## src/rtl/sram2rw_pkg.sv

```systemverilog
// Shared widths, request/pin typedefs and the pin-drive helper for the
// two-port SRAM front end.
package sram2rw_pkg;

    localparam int SRAM_ADDR_W = 5;
    localparam int SRAM_DATA_W = 39;

    typedef struct packed {
        logic                   write;
        logic [SRAM_ADDR_W-1:0] addr;
        logic [SRAM_DATA_W-1:0] wdata;
    } sram_req_t;

    typedef struct packed {
        logic                   csb;
        logic                   web;
        logic                   oeb;
        logic [SRAM_ADDR_W-1:0] a;
        logic [SRAM_DATA_W-1:0] i;
    } sram_pins_t;

    localparam sram_pins_t PINS_IDLE = '{csb: 1'b1, web: 1'b1, oeb: 1'b1, a: '0, i: '0};

    // Idle pins park address/data at zero so the macro sees no toggling.
    function automatic sram_pins_t pin_drive(input logic accept, input sram_req_t req);
        sram_pins_t p;
        p = PINS_IDLE;
        if (accept) begin
            p.csb = 1'b0;
            p.web = ~req.write;
            p.oeb = req.write;
            p.a   = req.addr;
            if (req.write) begin
                p.i = req.wdata;
            end
        end
        return p;
    endfunction

endpackage

```

## src/rtl/sram2rw_rsp_fifo.sv

```systemverilog
// Per-port read-response FIFO: power-of-2 depth, simultaneous push/pop legal
// even when full (the caller's credit scheme guarantees a pop in that case).
module sram2rw_rsp_fifo #(
    parameter int DATA_W = 39,
    parameter int DEPTH  = 2
) (
    input  logic                     clock,
    input  logic                     reset_n,
    input  logic                     push,
    input  logic [DATA_W-1:0]        push_data,
    input  logic                     pop,
    output logic                     head_valid,
    output logic [DATA_W-1:0]        head_data,
    output logic [$clog2(DEPTH):0]   count
);

    localparam int PTR_W = $clog2(DEPTH);

    logic [DATA_W-1:0] mem_q [DEPTH];
    logic [PTR_W-1:0]  wr_ptr_q;
    logic [PTR_W-1:0]  rd_ptr_q;
    logic [PTR_W:0]    count_q;
    logic              do_pop;

    assign do_pop     = pop & (count_q != '0);
    assign head_valid = (count_q != '0);
    assign head_data  = mem_q[rd_ptr_q];
    assign count      = count_q;

    // Storage is cleared on reset so the response data bus reads zero.
    always_ff @(posedge clock or negedge reset_n) begin
        if (!reset_n) begin
            for (int i = 0; i < DEPTH; i++) begin
                mem_q[i] <= '0;
            end
            wr_ptr_q <= '0;
            rd_ptr_q <= '0;
            count_q  <= '0;
        end else begin
            if (push) begin
                mem_q[wr_ptr_q] <= push_data;
                wr_ptr_q        <= wr_ptr_q + 1'b1;
            end
            if (do_pop) begin
                rd_ptr_q <= rd_ptr_q + 1'b1;
            end
            case ({push, do_pop})
                2'b10:   count_q <= count_q + 1'b1;
                2'b01:   count_q <= count_q - 1'b1;
                default: count_q <= count_q;
            endcase
        end
    end

endmodule

```

## src/rtl/sram2rw_port_ctrl.sv

```systemverilog
// Two-channel valid/ready front end for a two-port 32x39 SRAM macro: pin drive,
// read-credit flow control, same-address collision resolution (port 1 wins).
module sram2rw_port_ctrl
    import sram2rw_pkg::*;
#(
    parameter int ADDR_W    = SRAM_ADDR_W,
    parameter int DATA_W    = SRAM_DATA_W,
    parameter int RSP_DEPTH = 2
) (
    input  logic              clock,
    input  logic              reset_n,

    input  logic              req1_valid,
    output logic              req1_ready,
    input  logic              req1_write,
    input  logic [ADDR_W-1:0] req1_addr,
    input  logic [DATA_W-1:0] req1_wdata,
    output logic              rsp1_valid,
    input  logic              rsp1_ready,
    output logic [DATA_W-1:0] rsp1_rdata,

    input  logic              req2_valid,
    output logic              req2_ready,
    input  logic              req2_write,
    input  logic [ADDR_W-1:0] req2_addr,
    input  logic [DATA_W-1:0] req2_wdata,
    output logic              rsp2_valid,
    input  logic              rsp2_ready,
    output logic [DATA_W-1:0] rsp2_rdata,

    output logic              mem_CE1,
    output logic              mem_CSB1,
    output logic              mem_WEB1,
    output logic              mem_OEB1,
    output logic [ADDR_W-1:0] mem_A1,
    output logic [DATA_W-1:0] mem_I1,
    input  logic [DATA_W-1:0] mem_O1,

    output logic              mem_CE2,
    output logic              mem_CSB2,
    output logic              mem_WEB2,
    output logic              mem_OEB2,
    output logic [ADDR_W-1:0] mem_A2,
    output logic [DATA_W-1:0] mem_I2,
    input  logic [DATA_W-1:0] mem_O2
);

    localparam int CNT_W = $clog2(RSP_DEPTH) + 1;

    logic             run_q;
    logic             inflight1_q, inflight2_q;
    logic [CNT_W-1:0] count1, count2;
    logic [CNT_W:0]   used1, used2;
    logic             pop1, pop2, credit1, credit2, collide, acc1, acc2;
    sram_pins_t       pins1, pins2;

    // Ready is held low until the first edge after reset release.
    always_ff @(posedge clock or negedge reset_n) begin
        if (!reset_n) begin
            run_q       <= 1'b0;
            inflight1_q <= 1'b0;
            inflight2_q <= 1'b0;
        end else begin
            run_q       <= 1'b1;
            inflight1_q <= acc1 & ~req1_write;
            inflight2_q <= acc2 & ~req2_write;
        end
    end

    // Credits count in-flight reads so a full FIFO can still absorb the push
    // that lands in the same cycle as a pop.
    always_comb begin
        pop1       = rsp1_valid & rsp1_ready;
        pop2       = rsp2_valid & rsp2_ready;
        used1      = {1'b0, count1} + (CNT_W+1)'(inflight1_q) - (CNT_W+1)'(pop1);
        used2      = {1'b0, count2} + (CNT_W+1)'(inflight2_q) - (CNT_W+1)'(pop2);
        credit1    = used1 < (CNT_W+1)'(RSP_DEPTH);
        credit2    = used2 < (CNT_W+1)'(RSP_DEPTH);
        collide    = req1_valid & (req1_addr == req2_addr) & (req1_write | req2_write);
        req1_ready = run_q & (req1_write | credit1);
        req2_ready = run_q & ~collide & (req2_write | credit2);
        acc1       = req1_valid & req1_ready;
        acc2       = req2_valid & req2_ready;
        pins1      = pin_drive(acc1, sram_req_t'{write: req1_write, addr: req1_addr, wdata: req1_wdata});
        pins2      = pin_drive(acc2, sram_req_t'{write: req2_write, addr: req2_addr, wdata: req2_wdata});
    end

    assign mem_CE1  = clock;
    assign mem_CSB1 = pins1.csb;
    assign mem_WEB1 = pins1.web;
    assign mem_OEB1 = pins1.oeb;
    assign mem_A1   = pins1.a;
    assign mem_I1   = pins1.i;

    assign mem_CE2  = clock;
    assign mem_CSB2 = pins2.csb;
    assign mem_WEB2 = pins2.web;
    assign mem_OEB2 = pins2.oeb;
    assign mem_A2   = pins2.a;
    assign mem_I2   = pins2.i;

    sram2rw_rsp_fifo #(.DATA_W(DATA_W), .DEPTH(RSP_DEPTH)) u_rsp_fifo1 (
        .clock      (clock),
        .reset_n    (reset_n),
        .push       (inflight1_q),
        .push_data  (mem_O1),
        .pop        (pop1),
        .head_valid (rsp1_valid),
        .head_data  (rsp1_rdata),
        .count      (count1)
    );

    sram2rw_rsp_fifo #(.DATA_W(DATA_W), .DEPTH(RSP_DEPTH)) u_rsp_fifo2 (
        .clock      (clock),
        .reset_n    (reset_n),
        .push       (inflight2_q),
        .push_data  (mem_O2),
        .pop        (pop2),
        .head_valid (rsp2_valid),
        .head_data  (rsp2_rdata),
        .count      (count2)
    );

endmodule

```

## config.mk

```make
export PLATFORM = sky130hd
export DESIGN_NAME = sram2rw_port_ctrl
export DESIGN_NICKNAME = d
export VERILOG_FILES = /design/src/rtl/sram2rw_pkg.sv /design/src/rtl/sram2rw_rsp_fifo.sv /design/src/rtl/sram2rw_port_ctrl.sv
export SDC_FILE = /design/constraint.sdc
export NUM_CORES = 1
export LEC_CHECK = 0
export BUFFER_PORTS_ARGS = -buffer_cell sky130_fd_sc_hd__buf_2
export CAP_MARGIN = 30
export CORE_MARGIN = 10
export CORE_UTILIZATION = 47
export CTS_CLUSTER_DIAMETER = 150
export CTS_CLUSTER_SIZE = 14
export DETAILED_ROUTE_END_ITERATION = 12
export PLACE_DENSITY_LB_ADDON = 0.08
export SLEW_MARGIN = 20
export SYNTH_ARGS = -nofsm -noshare
export SYNTH_HDL_FRONTEND = slang
export SYNTH_SLANG_ARGS = --single-unit
```

## constraint.sdc

```tcl
create_clock -name clock -period 2.9 [get_ports clock]
set_input_delay 0.145 -clock clock [delete_from_list [all_inputs] [get_ports clock]]
set_output_delay 0.145 -clock clock [all_outputs]
set_load 0.01 [all_outputs]
```

==> Word-level counts from Yosys, hierarchy flattened <==
Index checks and enable logic that the tools add are counted.
{ "op_classes": {"order_cmp": 8, "addsub": 12, "mux": 18, "n_reduce_logical": 6, "eq_ne": 5, "bitwise": 23} }
{ "ops": {"columns": ["op", "n"], "rows": [
  ["39-bit 2-to-1 mux", 10],
  ["78-bit bitwise mux", 2],
  ["47-bit 2-to-1 mux", 2],
  ["39-bit demux with 1-bit select", 2],
  ["1-bit bitwise AND", 13],
  ["2-bit >= comparator, second input constant", 4],
  ["1-bit inverter with 2-bit output", 4],
  ["2-bit case mux with 2 select lines", 2],
  ["2-bit nonzero test", 4],
  ["2-bit by 1-bit adder with 3-bit output", 2],
  ["3-bit by 2-bit less-than comparator with 1-bit output, second input constant", 2],
  ["3-bit by 1-bit subtractor with 3-bit output", 2],
  ["5-bit == test", 1],
  ["1-bit adder, second input constant", 4],
  ["2-bit by 1-bit adder with 2-bit output, second input constant", 2],
  ["2-bit by 1-bit == test with 1-bit output, second input constant", 2],
  ["2-bit == test, second input constant", 2],
  ["2-bit by 1-bit less-than comparator with 1-bit output, second input constant", 2],
  ["2-bit by 1-bit subtractor with 2-bit output, second input constant", 2],
  ["1-bit inverter", 3],
  ["1-bit OR", 3],
  ["1-bit logical AND", 2]
]} }
{ "totals": {"input_bits": 174, "wordCells": 85, "register_bits": 167, "out_inout_bits": 178} }

==> Depth between registers and ports, before layout <==
{ "depth": {"depth_word": 8, "mapped_depth": 9, "depth_no_buf": 9} }

==> By module <==
Synthesis repeated with hierarchy kept, for this count alone.
{ "hier_totals": {"hier_cells": 597, "hier_area_um2": 8187.9} }
{ "by_module_without_submodules": {"columns": ["mod", "cells_each", "n_inst", "area_per_inst_um2", "seq_area_each_um2"], "rows": [
  ["sram2rw_rsp_fifo", 223, 2, 3590.9, 2052.0],
  ["sram2rw_port_ctrl", 151, 1, 1006.0, 75.1]
]} }

==> qor.csv <==
stage,metric,value,unit
power_and_ir_drop,Pleak,5.82,nW
setup_path,worst path cell trace,or2_4 -> and2_4 -> ha_4 -> nand2b_4 -> fa_2 -> xnor2_2 -> a21oi_4 -> or4_4 -> buf_6,
power_and_ir_drop,Power Dens Cells,1010,nW/um^2
layout,layout filler cell count,1221,
clock_tree,"CTS clk-pin slew, worst paths",0.07,ns
layout,Area Overhead vs Synth,49.5,%
die,I/O pin count,352,
global_routing,largest net degree at the start of global routing,90,
power_and_ir_drop,VDD IR max,0.520,mV
global_routing,grt ovf,0,
drt,WL final,29.8,mm
power_and_ir_drop,Gate power share,43.0,%
layout,multi-input logic area,3800,sq um
layout,"commonest non-fill, non-tap cell in the layout",buf_2,
power_and_ir_drop,Pwr Total,12.1,mW
logic_synthesis,Synth Area in Compound Gates,0.266,%
drt,DRT iter0 DRCs,270,
die,Die Ht,150,microns
die,Die ar.,22600,sq um
die,Initial Util,48.0,%
placement,IO Port Bufs,351,
global_routing,initial antenna violation count,7,
logic_synthesis,post-synthesis mux area share,33.0,%
setup_path,slowest CP cell,or4_4,
drt,Remaining DRCs,0,
clock_tree,Worst-Skew Late Latency,0.53,ns
timing,worst setup margin,-0.271,ns
logic_synthesis,warnings from Yosys,0,
drt,Post-DRT Antenna Nets,0,
global_routing,gr usage total,26.1,%
job,Max-Cap Viols,0,
timing,setup tns final,-1.71,ns
timing,RSZ-0062 raised after global routing,true,
global_routing,vias in the first global route,7430,
timing,final max-slew violation count,0,
timing,Final Hold Fails,0,
logic_synthesis,Post-synth EDFFs,0,
power_and_ir_drop,internal power component,8.09,mW
timing,Worst-Margin Slew,0.830,ns
drt,1st-pass router iterations,4,
setup_path,Crit Path Category,reg2out,
placement,gpl congestion,0.943,
outcome,failing checks,negative setup slack,
setup_path,CP max stage delay,0.49,ns
placement,post-detail-place hpwl,22.6,mm
logic_synthesis,Synth async-reset ratio,100,%
layout,fin nets,1213,
logic_synthesis,"Cell Area, Synth",7980,sq um
outcome,outcome,"finished, violations left",
die,core area,16600,sq um
worst_hold_path,Hold Crit Class,in2reg,
power_and_ir_drop,Seq pwr share,34.4,%
power_and_ir_drop,switch share,33.2,%
logic_synthesis,XOR/XNOR Fraction of Synth Area,1.87,%
layout,fin util,71.7,%
drt,drt wl/cell,23.4,microns
logic_synthesis,"Distinct cells, synth",31,
placement,Inst Count DP,1136,
timing,Rel. slew slack,44.6,%
logic_synthesis,register area share after synthesis,52.4,%
logic_synthesis,Post-Synthesis Cells,587,
timing,setup violators final,14,
logic_synthesis,largest family of logic cells by synthesized area,multiplexers,
global_routing,global-route wire length before repair,44.0,mm
power_and_ir_drop,Sw Pwr,4.02,mW
layout,register area,4180,sq um
logic_synthesis,ys flop type,dfrtp_1,
logic_synthesis,Syn Area/Cell,13.6,sq um
drt,vias,6432,
setup_path,crit path launch type,flop,
logic_synthesis,adder-cell share of the synthesized area,1.13,%
logic_synthesis,Simple-Gate Fraction of Synth Area,8.87,%
timing,Tcrit/Tclk final,109,%
layout,layout cell share with drive strength beyond 1,64.9,%
die,Die X,150,microns
placement,dpl ws,0.0769,ns
timing,Tmin final,3.17,ns
setup_path,worst-path maximum fanout,7,
setup_path,worst path arrival time,3.03,ns
layout,most frequent cells in the layout,"buf_2 (341), mux2_2 (234), dfrtp_1 (166), dlygate4sd3_1 (82), and2_1 (80)",
die,# rows,47,
clock_tree,CTS tree,built,
setup_path,"reg-to-reg slack, setup",0.17,ns
timing,Max Freq,315,MHz
layout,"non-filler cells, final",1274,
logic_synthesis,Post-Syn Nets,767,
logic_synthesis,"flops & latches, synth",167,
drt,Vias/cell,5.05,
timing,Clock Skew,0.00712,ns
setup_path,kind of end point of the critical path,output port,
setup_path,Critical Path RT,2.76,ns
power_and_ir_drop,clock network power share,22.7,%
## metal layers
metal / share of wire, % / vias to the layer above / wire length (microns) / global-route usage [%]
met5: 0 / - / 0 / 0
met4: 2.2 / 0 / 669 / 10.8
met3: 8.0 / 43 / 2380 / 9.96
met2: 54 / 246 / 16100 / 47.5
met1: 36 / 3212 / 10600 / 26.2
li1: - / 2931 / - / -
## area by class of cell
cell class / count / area share [%]
flip-flops and latches: 167 / 35.0
multi-input cells: 377 / 31.8
repair buffers: 456 / 24.1
clock buffers: 24 / 4.60
well taps: 220 / 2.31
clock inverters: 14 / 1.67
inverters: 8 / 0.252
diodes: 8 / 0.168
## worst max-delay path, delay by kind of cell, from the launching register on
family                   cells  cell delay, ns
adder cells (fa/ha/maj)      2            0.60
buffers and inverters        1            0.14
AO/OA/AOI/OAI                1            0.12
AND/OR/NAND/NOR              4            1.03
XOR/XNOR                     1            0.20
flip-flops                   1            0.38
## timing repair
action	in CTS	in global routing
endpoints found under the hold margin	245	0
setup buffers	8	3
pin swaps	17	6
setup endpoints to repair	16	16
hold buffers	82	0
resized for setup	32	12
## metrics by stage
stage / hold WS, ns / area [sq um]
global placement: 0.246 / 10000
detailed placement: 0.246 / 10000
floorplan: -0.151 / 7980
global route: 0.131 / 11900
CTS: 0.0187 / 11800
finish: 0.130 / 11900
## worst paths after layout
path                                            from                     to  depth (start not counted)
min in group asynchronous                    reset_n  u_rsp_fifo2.mem_q[26]                          2
worst max register to register  u_rsp_fifo1.count[0]            inflight1_q                         10
worst min-delay path                      rsp2_ready   u_rsp_fifo2.rd_ptr_q                          5
worst min register to register  u_rsp_fifo2.mem_q[7]   u_rsp_fifo2.mem_q[7]                          1
worst max-delay path            u_rsp_fifo2.count[1]               mem_OEB2                          9
max in group asynchronous                    reset_n  u_rsp_fifo1.mem_q[15]                          3
## cells by family (layout without fill, tap and decap cells)
logic type	count (synthesis)	after routing
adders and majority gates	6	6
and+or+nand+nor	115	115
buffers and inverters	43	502
muxes	234	234
AOI/OAI and AO/OA	4	4
other	1	9
DFF	167	167
xor gates and xnor gates	17	17
## power groups by stage
stage	Clock, mW	Combinational, mW	Sequential [mW]
floorplan	0.0568	3.04	3.91
global placement	0.0417	4.54	4.13
detailed placement	0.0417	4.65	4.26
CTS	2.79	5.03	4.23
global route	2.88	5.56	4.29
finish	2.74	5.20	4.16
## cells in the mapped netlist (2+ instances only)
library cell	number	share of area [%]
nor2_1	8	0.38
and3_1	2	0.16
nand2b_1	2	0.16
buf_1	7	0.33
fa_1	2	0.50
mux2_2	234	33
dfrtp_1	167	52
a21oi_1	2	0.13
clkbuf_1	13	0.61
ha_1	4	0.63
nor4b_1	5	0.55
and2_1	84	6.6
nand2_1	4	0.19
xor2_1	11	1.2
buf_4	4	0.38
inv_1	8	0.38
or2_2	2	0.16
xnor2_1	6	0.66
buf_2	10	0.63
## state kept, by name (all words and copies together) (netlist names)
signal                cells
inflight1_q               1
run_q                     1
u_rsp_fifo1.count         2
u_rsp_fifo1.wr_ptr_q      1
u_rsp_fifo2.mem_q        78
u_rsp_fifo2.wr_ptr_q      1
u_rsp_fifo1.rd_ptr_q      1
u_rsp_fifo1.mem_q        78
inflight2_q               1
u_rsp_fifo2.rd_ptr_q      1
u_rsp_fifo2.count         2
No activity file was read; power rests on OpenSTA's default activity.
